## src/rtl/controle_tampagem.sv

```systemverilog
// rtl/controle_tampagem.sv - capping station sequencer: capping pulse, cork magazine refill and empty alarm.
// Optional bottle counter port garrafas[7:0] when CONTROLE_CONTAGEM_EN is defined.
module controle_tampagem #(
    parameter int CAP_MAX    = 20,
    parameter int REFILL_AT  = 5,
    parameter int REFILL_QTY = 15,
    parameter int DISP_INIT  = 3,
    parameter int PULSE_LEN  = 4
) (
    input  logic       CLKplaca,
    input  logic       iniN,
    input  logic       garrafa,
    input  logic       adicionar,
    input  logic       repor,
    output logic       Tampar,
    output logic [4:0] rolhas,
    output logic [1:0] lote,
    output logic       TemR,
    output logic       alarme,
    output logic       ocupado
`ifdef CONTROLE_CONTAGEM_EN
    ,
    output logic [7:0] garrafas
`endif
);

    localparam logic [4:0] CAP5       = 5'(CAP_MAX);
    localparam logic [5:0] CAP6       = 6'(CAP_MAX);
    localparam logic [4:0] LIMIAR     = 5'(REFILL_AT);
    localparam logic [4:0] QTY5       = 5'(REFILL_QTY);
    localparam logic [5:0] QTY6       = 6'(REFILL_QTY);
    localparam logic [1:0] DISP2      = 2'(DISP_INIT);
    localparam logic [7:0] PULSO_INIT = 8'(PULSE_LEN - 1);

    typedef enum logic [2:0] {IDLE, TAMPAR, ESPERA, RECARGA, VAZIO} estado_t;

    estado_t    estado;
    logic       manual;
    logic [7:0] pulso;
    logic       pend;
    logic       lote_ok;
    logic [5:0] soma;

    assign pend    = ((rolhas <= LIMIAR) || manual) && (lote != 2'd0);
    // a simultaneous repor refills the dispenser before adicionar is judged
    assign lote_ok = repor ? (DISP2 != 2'd0) : (lote != 2'd0);
    assign soma    = {1'b0, rolhas} + QTY6;
    assign TemR    = (rolhas != 5'd0);
    assign ocupado = (estado != IDLE);

    always_ff @(posedge CLKplaca or negedge iniN) begin
        if (!iniN) begin
            estado   <= IDLE;
            rolhas   <= QTY5;
            lote     <= DISP2;
            Tampar   <= 1'b0;
            alarme   <= 1'b0;
            manual   <= 1'b0;
            pulso    <= 8'd0;
`ifdef CONTROLE_CONTAGEM_EN
            garrafas <= 8'd0;
`endif
        end else begin
            case (estado)
                IDLE: begin
                    if (pend) begin
                        estado <= RECARGA;
                    end else if (garrafa && rolhas != 5'd0) begin
                        estado   <= TAMPAR;
                        rolhas   <= rolhas - 5'd1;
                        Tampar   <= 1'b1;
                        pulso    <= PULSO_INIT;
`ifdef CONTROLE_CONTAGEM_EN
                        garrafas <= garrafas + 8'd1;
`endif
                    end else if (garrafa && lote == 2'd0) begin
                        estado <= VAZIO;
                        alarme <= 1'b1;
                    end
                end
                TAMPAR: begin
                    if (pulso == 8'd0) begin
                        Tampar <= 1'b0;
                        estado <= ESPERA;
                    end else begin
                        pulso <= pulso - 8'd1;
                    end
                end
                ESPERA: begin
                    if (!garrafa) estado <= IDLE;
                end
                RECARGA: begin
                    rolhas <= (soma > CAP6) ? CAP5 : soma[4:0];
                    if (lote != 2'd0) lote <= lote - 2'd1;
                    manual <= 1'b0;
                    estado <= IDLE;
                end
                VAZIO: begin
                    if (repor) begin
                        estado <= IDLE;
                        alarme <= 1'b0;
                    end
                end
                default: estado <= IDLE;
            endcase
            if (adicionar && lote_ok) manual <= 1'b1;
            if (repor) lote <= DISP2;
        end
    end

endmodule
```

## config.mk

```make
export PLATFORM = sky130hd
export DESIGN_NAME = controle_tampagem
export DESIGN_NICKNAME = d
export VERILOG_FILES = /design/src/rtl/controle_tampagem.sv
export SDC_FILE = /design/constraint.sdc
export NUM_CORES = 1
export LEC_CHECK = 0
export BUFFER_PORTS_ARGS = -buffer_cell sky130_fd_sc_hd__buf_2
export CAP_MARGIN = 20
export CORE_MARGIN = 2
export CORE_UTILIZATION = 45
export CTS_BUF_LIST = sky130_fd_sc_hd__clkbuf_8
export DETAILED_ROUTE_END_ITERATION = 8
export GPL_ROUTABILITY_DRIVEN = 0
export PLACE_DENSITY_LB_ADDON = 0.2
export SYNTH_ARGS = -nofsm -noshare
export SYNTH_HDL_FRONTEND = slang
export SYNTH_SLANG_ARGS = --single-unit
```

## constraint.sdc

```tcl
create_clock -name CLKplaca -period 5.25 [get_ports CLKplaca]
set_input_delay 0.7875 -clock CLKplaca [delete_from_list [all_inputs] [get_ports CLKplaca]]
set_output_delay 0.7875 -clock CLKplaca [all_outputs]
set_load 0.05 [all_outputs]
```

Word-level counts from Yosys, hierarchy flattened
Cells that the tools add are included.
- latch bits: 0
- register bits after elaboration: 21
- ROM bits: 0
- bits in writable memories: 0
- output and inout port bits: 11
- bits of input ports: 5
- memories kept: 0
- word-level logic and storage cells: 79
- shifts and indexed selects: 0
- $mul: 0
- reduce and logical (&&, ||, !) cells: 23
- div/mod/pow operators: 0
- add/sub/neg operators: 4
- magnitude comparators: 2
- mux-type cells: 30
- eq/ne operators: 13
- bitwise operators: 0
- operators with widths (operator ; number):
    $mux W8 ; 3
    $mux W3 ; 6
    $ne A2 B2 Y1 const B ; 8
    $pmux W8 S2 ; 1
    $mux W5 ; 3
    $reduce_bool A2 Y1 ; 7
    $pmux W3 S4 ; 1
    $reduce_and A4 Y1 ; 3
    $mux W1 ; 10
    $pmux W5 S2 ; 1
    $logic_not A8 Y1 ; 1
    $sub A8 B1 Y8 const B ; 1
    $add A5 B4 Y6 const B ; 1
    $eq A3 B2 Y1 const B ; 2
    $gt A6 B5 Y1 const B ; 1
    $mux W2 ; 3
    $le A5 B3 Y1 const B ; 1
    $reduce_and A5 Y1 ; 1
    $reduce_bool A5 Y1 ; 1
    $sub A5 B1 Y5 const B ; 1
    $logic_and A1 B1 Y1 ; 4
    $ne A4 B4 Y1 const B ; 1
    $pmux W1 S2 ; 2
    $eq A3 B1 Y1 const B ; 1
    other kinds (8) ; 8

Depth between registers and ports, before layout
- word-level depth: 6
- depth in mapped cells: 8
- mapped depth without buffers: 7

Least setup slack after synthesis
No wires, ideal clock.
- path kind: register to register
- from: register rolhas[0]
- to: register rolhas[4]
- slack: 2556 ps
- path buffers: 1
- stages on the path, launching flop included: 9
- arrival time: 2575 ps
- library setup time: 119 ps
- data required time: 5131 ps
- clock period less this slack: 2694 ps
- cell sequence: dfstp_2 -> inv_1 -> ha_1 -> or4b_1 -> clkbuf_1 -> nand3_1 -> nor2_1 -> a21oi_1 -> o21ba_1
- elaborated cells between the ends (all ways): 15
- those cells by class: 2 x add/sub; 2 x order compare; 2 x eq/ne; 4 x mux; 5 x reduce/logical
- RTL lines (what ; line ; RTL):
    start, declared ; 16 ; output logic [4:0] rolhas,
    start signal, assigned ; 70 ; rolhas <= rolhas - 5'd1;
    start signal, assigned ; 93 ; rolhas <= (soma > CAP6) ? CAP5 : soma[4:0];
    $reduce_bool A5 Y1 ; n/a ;
    via TemR ; 18 ; output logic TemR,
    $logic_and A1 B1 Y1 ; 68 ; end else if (garrafa && rolhas != 5'd0) begin
    $ne A2 B2 Y1 (no line) ; n/a ;
    $reduce_and A3 Y1 (no line) ; n/a ;
The timed path passes the listed nets, and every way through them passes these cells. The select of a mux whose other input is x is not followed.
A chain may end at the register's enable or synchronous reset.

Final worst setup path
- from: register rolhas[1]
- to: output port TemR
- word-level cells in the longest chain between the ends: 1
- ends and longest elaborated chain (what ; line ; RTL):
    $reduce_bool A5 Y1 ; 48 ; assign TemR = (rolhas != 5'd0);
    end, declared ; 18 ;
No other way between the ends.

==> impl_metrics.py <==
metrics = {
    "run_status": {
        "status": "finished clean",
    },
    "drt": {
        "detail_route.iter0.violations": 25,
        "residual_drc_count": 0,
        "avgViaCountPerCell": 5.82,
        "drt-total-wl_um": 2710,
        "route.vias.total": 1082,
        "detail-route-antenna-nets": 0,
        "firstDrtPassIters": 4,
        "route.detailed.wl_per_inst_um": 14.6,
    },
    "sta": {
        "final-max-slew-violation-count": 0,
        "tns_setup_ps": 0,
        "timing_hold_violations_final": 0,
        "tightest_slew_ps": 630,
        "fin_crit_ps": 2520,
        "grt_setup_unrepaired": "false",
        "final_cycle_share": 0.479,
        "timing.clock.skew_ps": 4.84,
        "slew_headroom": 0.578,
        "timing.final.setup_violations": 0,
        "maxClockFrequency_mhz": 397,
    },
    "clocking": {
        "cts_tree": "yes",
        "cts-hold-fix-buffers": 0,
        "clock_insertion_delay_worst_skew_ps": 260,
        "clkSinkCount": 21,
        "clk_root_buffer_cell": "clkbuf_8",
        "cts-htree-levels": 1,
        "clk_transition_reported_paths_ps": 80,
        "numCtsBuffers": 3,
        "cts_resized": 0,
        "post_cts_buffers": 0,
        "cts-root-to-sink-buffers": 2,
    },
    "synth": {
        "asyncSetResetFlopFracSynth": 1.00,
        "synth_top_family_by_area": "simple AND/OR/NAND/NOR gates",
        "area_share_of_xor_xnor_cells_in_the_synthesized_design": 0.0330,
        "post_synth_mux_area_share": 0.0170,
        "synthSimpleGateAreaFrac": 0.242,
        "predominant_post_synthesis_flop_cell": "dfrtp_1",
        "synth-edff-count": 0,
        "synth_fp_nets": 156,
        "synthesis.area_um2": 1330,
        "yosys.area_share.adder": 0.0566,
        "synthesis.yosys.warnings": 0,
        "synth-seq-cells": 21,
        "postSynthAreaPerCell_um2": 9.15,
        "synth_compound_area_frac": 0.186,
        "yosysSeqAreaShare": 0.402,
        "yosys.cell_types.count": 49,
        "cells_after_synthesis": 145,
    },
    "worst_setup_path": {
        "cp-start-kind": "flip-flop",
        "setup.worst_path.start": "rolhas[1]$_DFFE_PN1P_",
        "number_of_cells_on_the_worst_reg_to_reg_path": 6,
        "critical_path.reg2reg.startpoint": "lote[0]$_DFFE_PN1P_",
        "crit_path_top_delay_cell": "or4b_1",
        "timing.critical_path.max_delay_family": "simple AND/OR/NAND/NOR gates",
        "category_of_the_critical_setup_timing_path": "flip-flop to output pin",
        "crit_path_max_incr_delay_ps": 530,
        "worst-path-stages": 4,
        "required_ps": 4460,
        "path_cells": "inv_1, ha_1, or4b_1, buf_2",
        "timing.critical_path.to_type": "output pin",
        "crit_path_dat_ps": 1730,
        "critical_path.max_fanout": 5,
        "register_to_register_setup_slack_ps": 2970,
        "worstPathBufferInverterCount": 2,
        "regToRegEndpoint": "rolhas[3]$_DFFE_PN1P_",
    },
    "pwr": {
        "p_int_w": 0.000418,
        "power.combinational.fraction": 0.489,
        "p_clk_frac": 0.135,
        "p_sw_frac": 0.487,
        "power.static_leakage_nw": 0.611,
        "seq_power_share": 0.376,
        "power.net_switching_w": 0.000397,
        "ir_drop_mv": 0.324,
        "power.density_nw_per_um2": 565,
    },
    "grt": {
        "number_of_antenna_violations_at_the_first_check_in_global_routing": 0,
        "grt_start_max_net_pins": 22,
        "grt_pass1_wl_um": 4820,
        "vias_in_the_first_global_route": 1056,
        "grt.total_usage": 0.182,
        "total_congestion_overflow": 0,
    },
    "finish": {
        "fin_nets": 167,
        "fraction_of_layout_cells_with_a_size_suffix_above_1": 0.213,
        "syn2layout_area_growth_pct": 8.77,
        "fin_area_um2": 1440,
        "n_antenna_cell": 0,
        "final_cell_mix": "15 x dfrtp_1, 15 x buf_2, 12 x nor2_1",
    },
    "floorplanning": {
        "fp.dieH_um": 58.3,
        "start_util": 0.477,
        "design.core.area_um2": 2780,
        "die_w_um": 58.3,
        "total_die_area_um2": 3400,
        "io-pin-count": 16,
        "row_count": 19,
    },
    "flow_run": {
        "number_of_max_cap_violations": 0,
    },
    "worst_hold_path": {
        "path_class_of_the_lowest_slack_min_delay_path": "input port to asynchronous set/reset pin",
    },
    "placement": {
        "place.port_buffers": 15,
        "post_dp_cell_area_um2": 1390,
        "hpwlAfterDp_um": 2010,
    },
}
sequential cells by signal, summed over array words and instances, names as in the netlist:
| signal | cells |
|---|---|
| estado | 3 |
| Tampar | 1 |
| manual | 1 |
| alarme | 1 |
| lote | 2 |
| pulso | 8 |
| rolhas | 5 |
layout make-up:
cell class | count | area (um^2)
clock inverter | 1 | 7.51
clock buffer | 3 | 41.3
inverter | 10 | 37.5
timing repair buffer | 15 | 75.1
sequential | 21 | 533
fill | 261 | 1340
multi-input combinational | 105 | 709
tap | 31 | 38.8
power by group through the flow:
stage / registers, W / clock network, W / logic, W
after detailed placement: 0.000307 / 0 / 0.000401
after CTS: 0.000304 / 0.000111 / 0.000402
after floorplan: 0.000344 / 0 / 0.000277
after global routing: 0.000318 / 0.000121 / 0.000444
final: 0.000306 / 0.000110 / 0.000399
after global placement: 0.000303 / 0 / 0.000391
worst max path at each step:
stage / endpoint / slack [ps]
finish: TemR / 2730
global route: TemR / 2670
CTS: TemR / 2730
detailed placement: rolhas[3]$_DFFE_PN1P_ / 2990
global placement: TemR / 3090
floorplan: rolhas[4]$_DFFE_PN0P_ / 2560
synthesized netlist by cell type (2+ instances only):
cell       number  share of area
and3_1          2         0.0094
o31ai_1         4          0.023
nand2_1         8          0.023
dfstp_2         6           0.12
o21ai_1         2         0.0075
inv_1           9          0.025
ha_1            6          0.057
a21oi_1        10          0.038
nand2b_1        3          0.014
xnor2_1         3          0.020
nor3b_1         2          0.011
nand3_1         4          0.015
o21ai_0         4          0.015
o2bb2ai_1       2          0.013
xor2_1          2          0.013
clkbuf_1        6          0.017
mux2_2          2          0.017
or4b_1          2          0.015
nor3_1          9          0.034
dfrtp_1        15           0.28
a211oi_1        3          0.017
or2_1           3          0.014
nor2_1         12          0.034
stage by stage:
stage / worst slack, ps / std cells / hold slack [ps] / total power (W) / util
3_5_place_dp: 2990 / 182 / 498 / 0.000707 / 0.501
2_1_floorplan: 2560 / 145 / 469 / 0.000621 / -
5_1_grt: 2670 / 186 / 508 / 0.000882 / 0.519
3_3_place_gp: 3090 / 182 / 470 / 0.000694 / 0.501
4_1_cts: 2730 / 186 / 483 / 0.000818 / 0.519
6_report: 2730 / 186 / 464 / 0.000815 / 0.519
routing by layer:
layer | GRT usage | vias up | wire, um
li1 | - | 537 | -
met1 | 0.254 | 521 | 1340
met2 | 0.283 | 19 | 1240
met3 | 0.0308 | 5 | 100
met4 | 0.0698 | 0 | 34
met5 | 0 | - | 0
kinds of logic (layout without fill, tap and decap cells):
group	Yosys count	after routing
buffers and inverters	19	29
AO/OA/AOI/OAI	35	35
flip-flops	21	21
adder cells (fa/ha/maj)	6	6
XOR/XNOR	5	5
AND/OR/NAND/NOR	57	57
multiplexers	2	2
No activity file was read; power rests on OpenSTA's default activity.
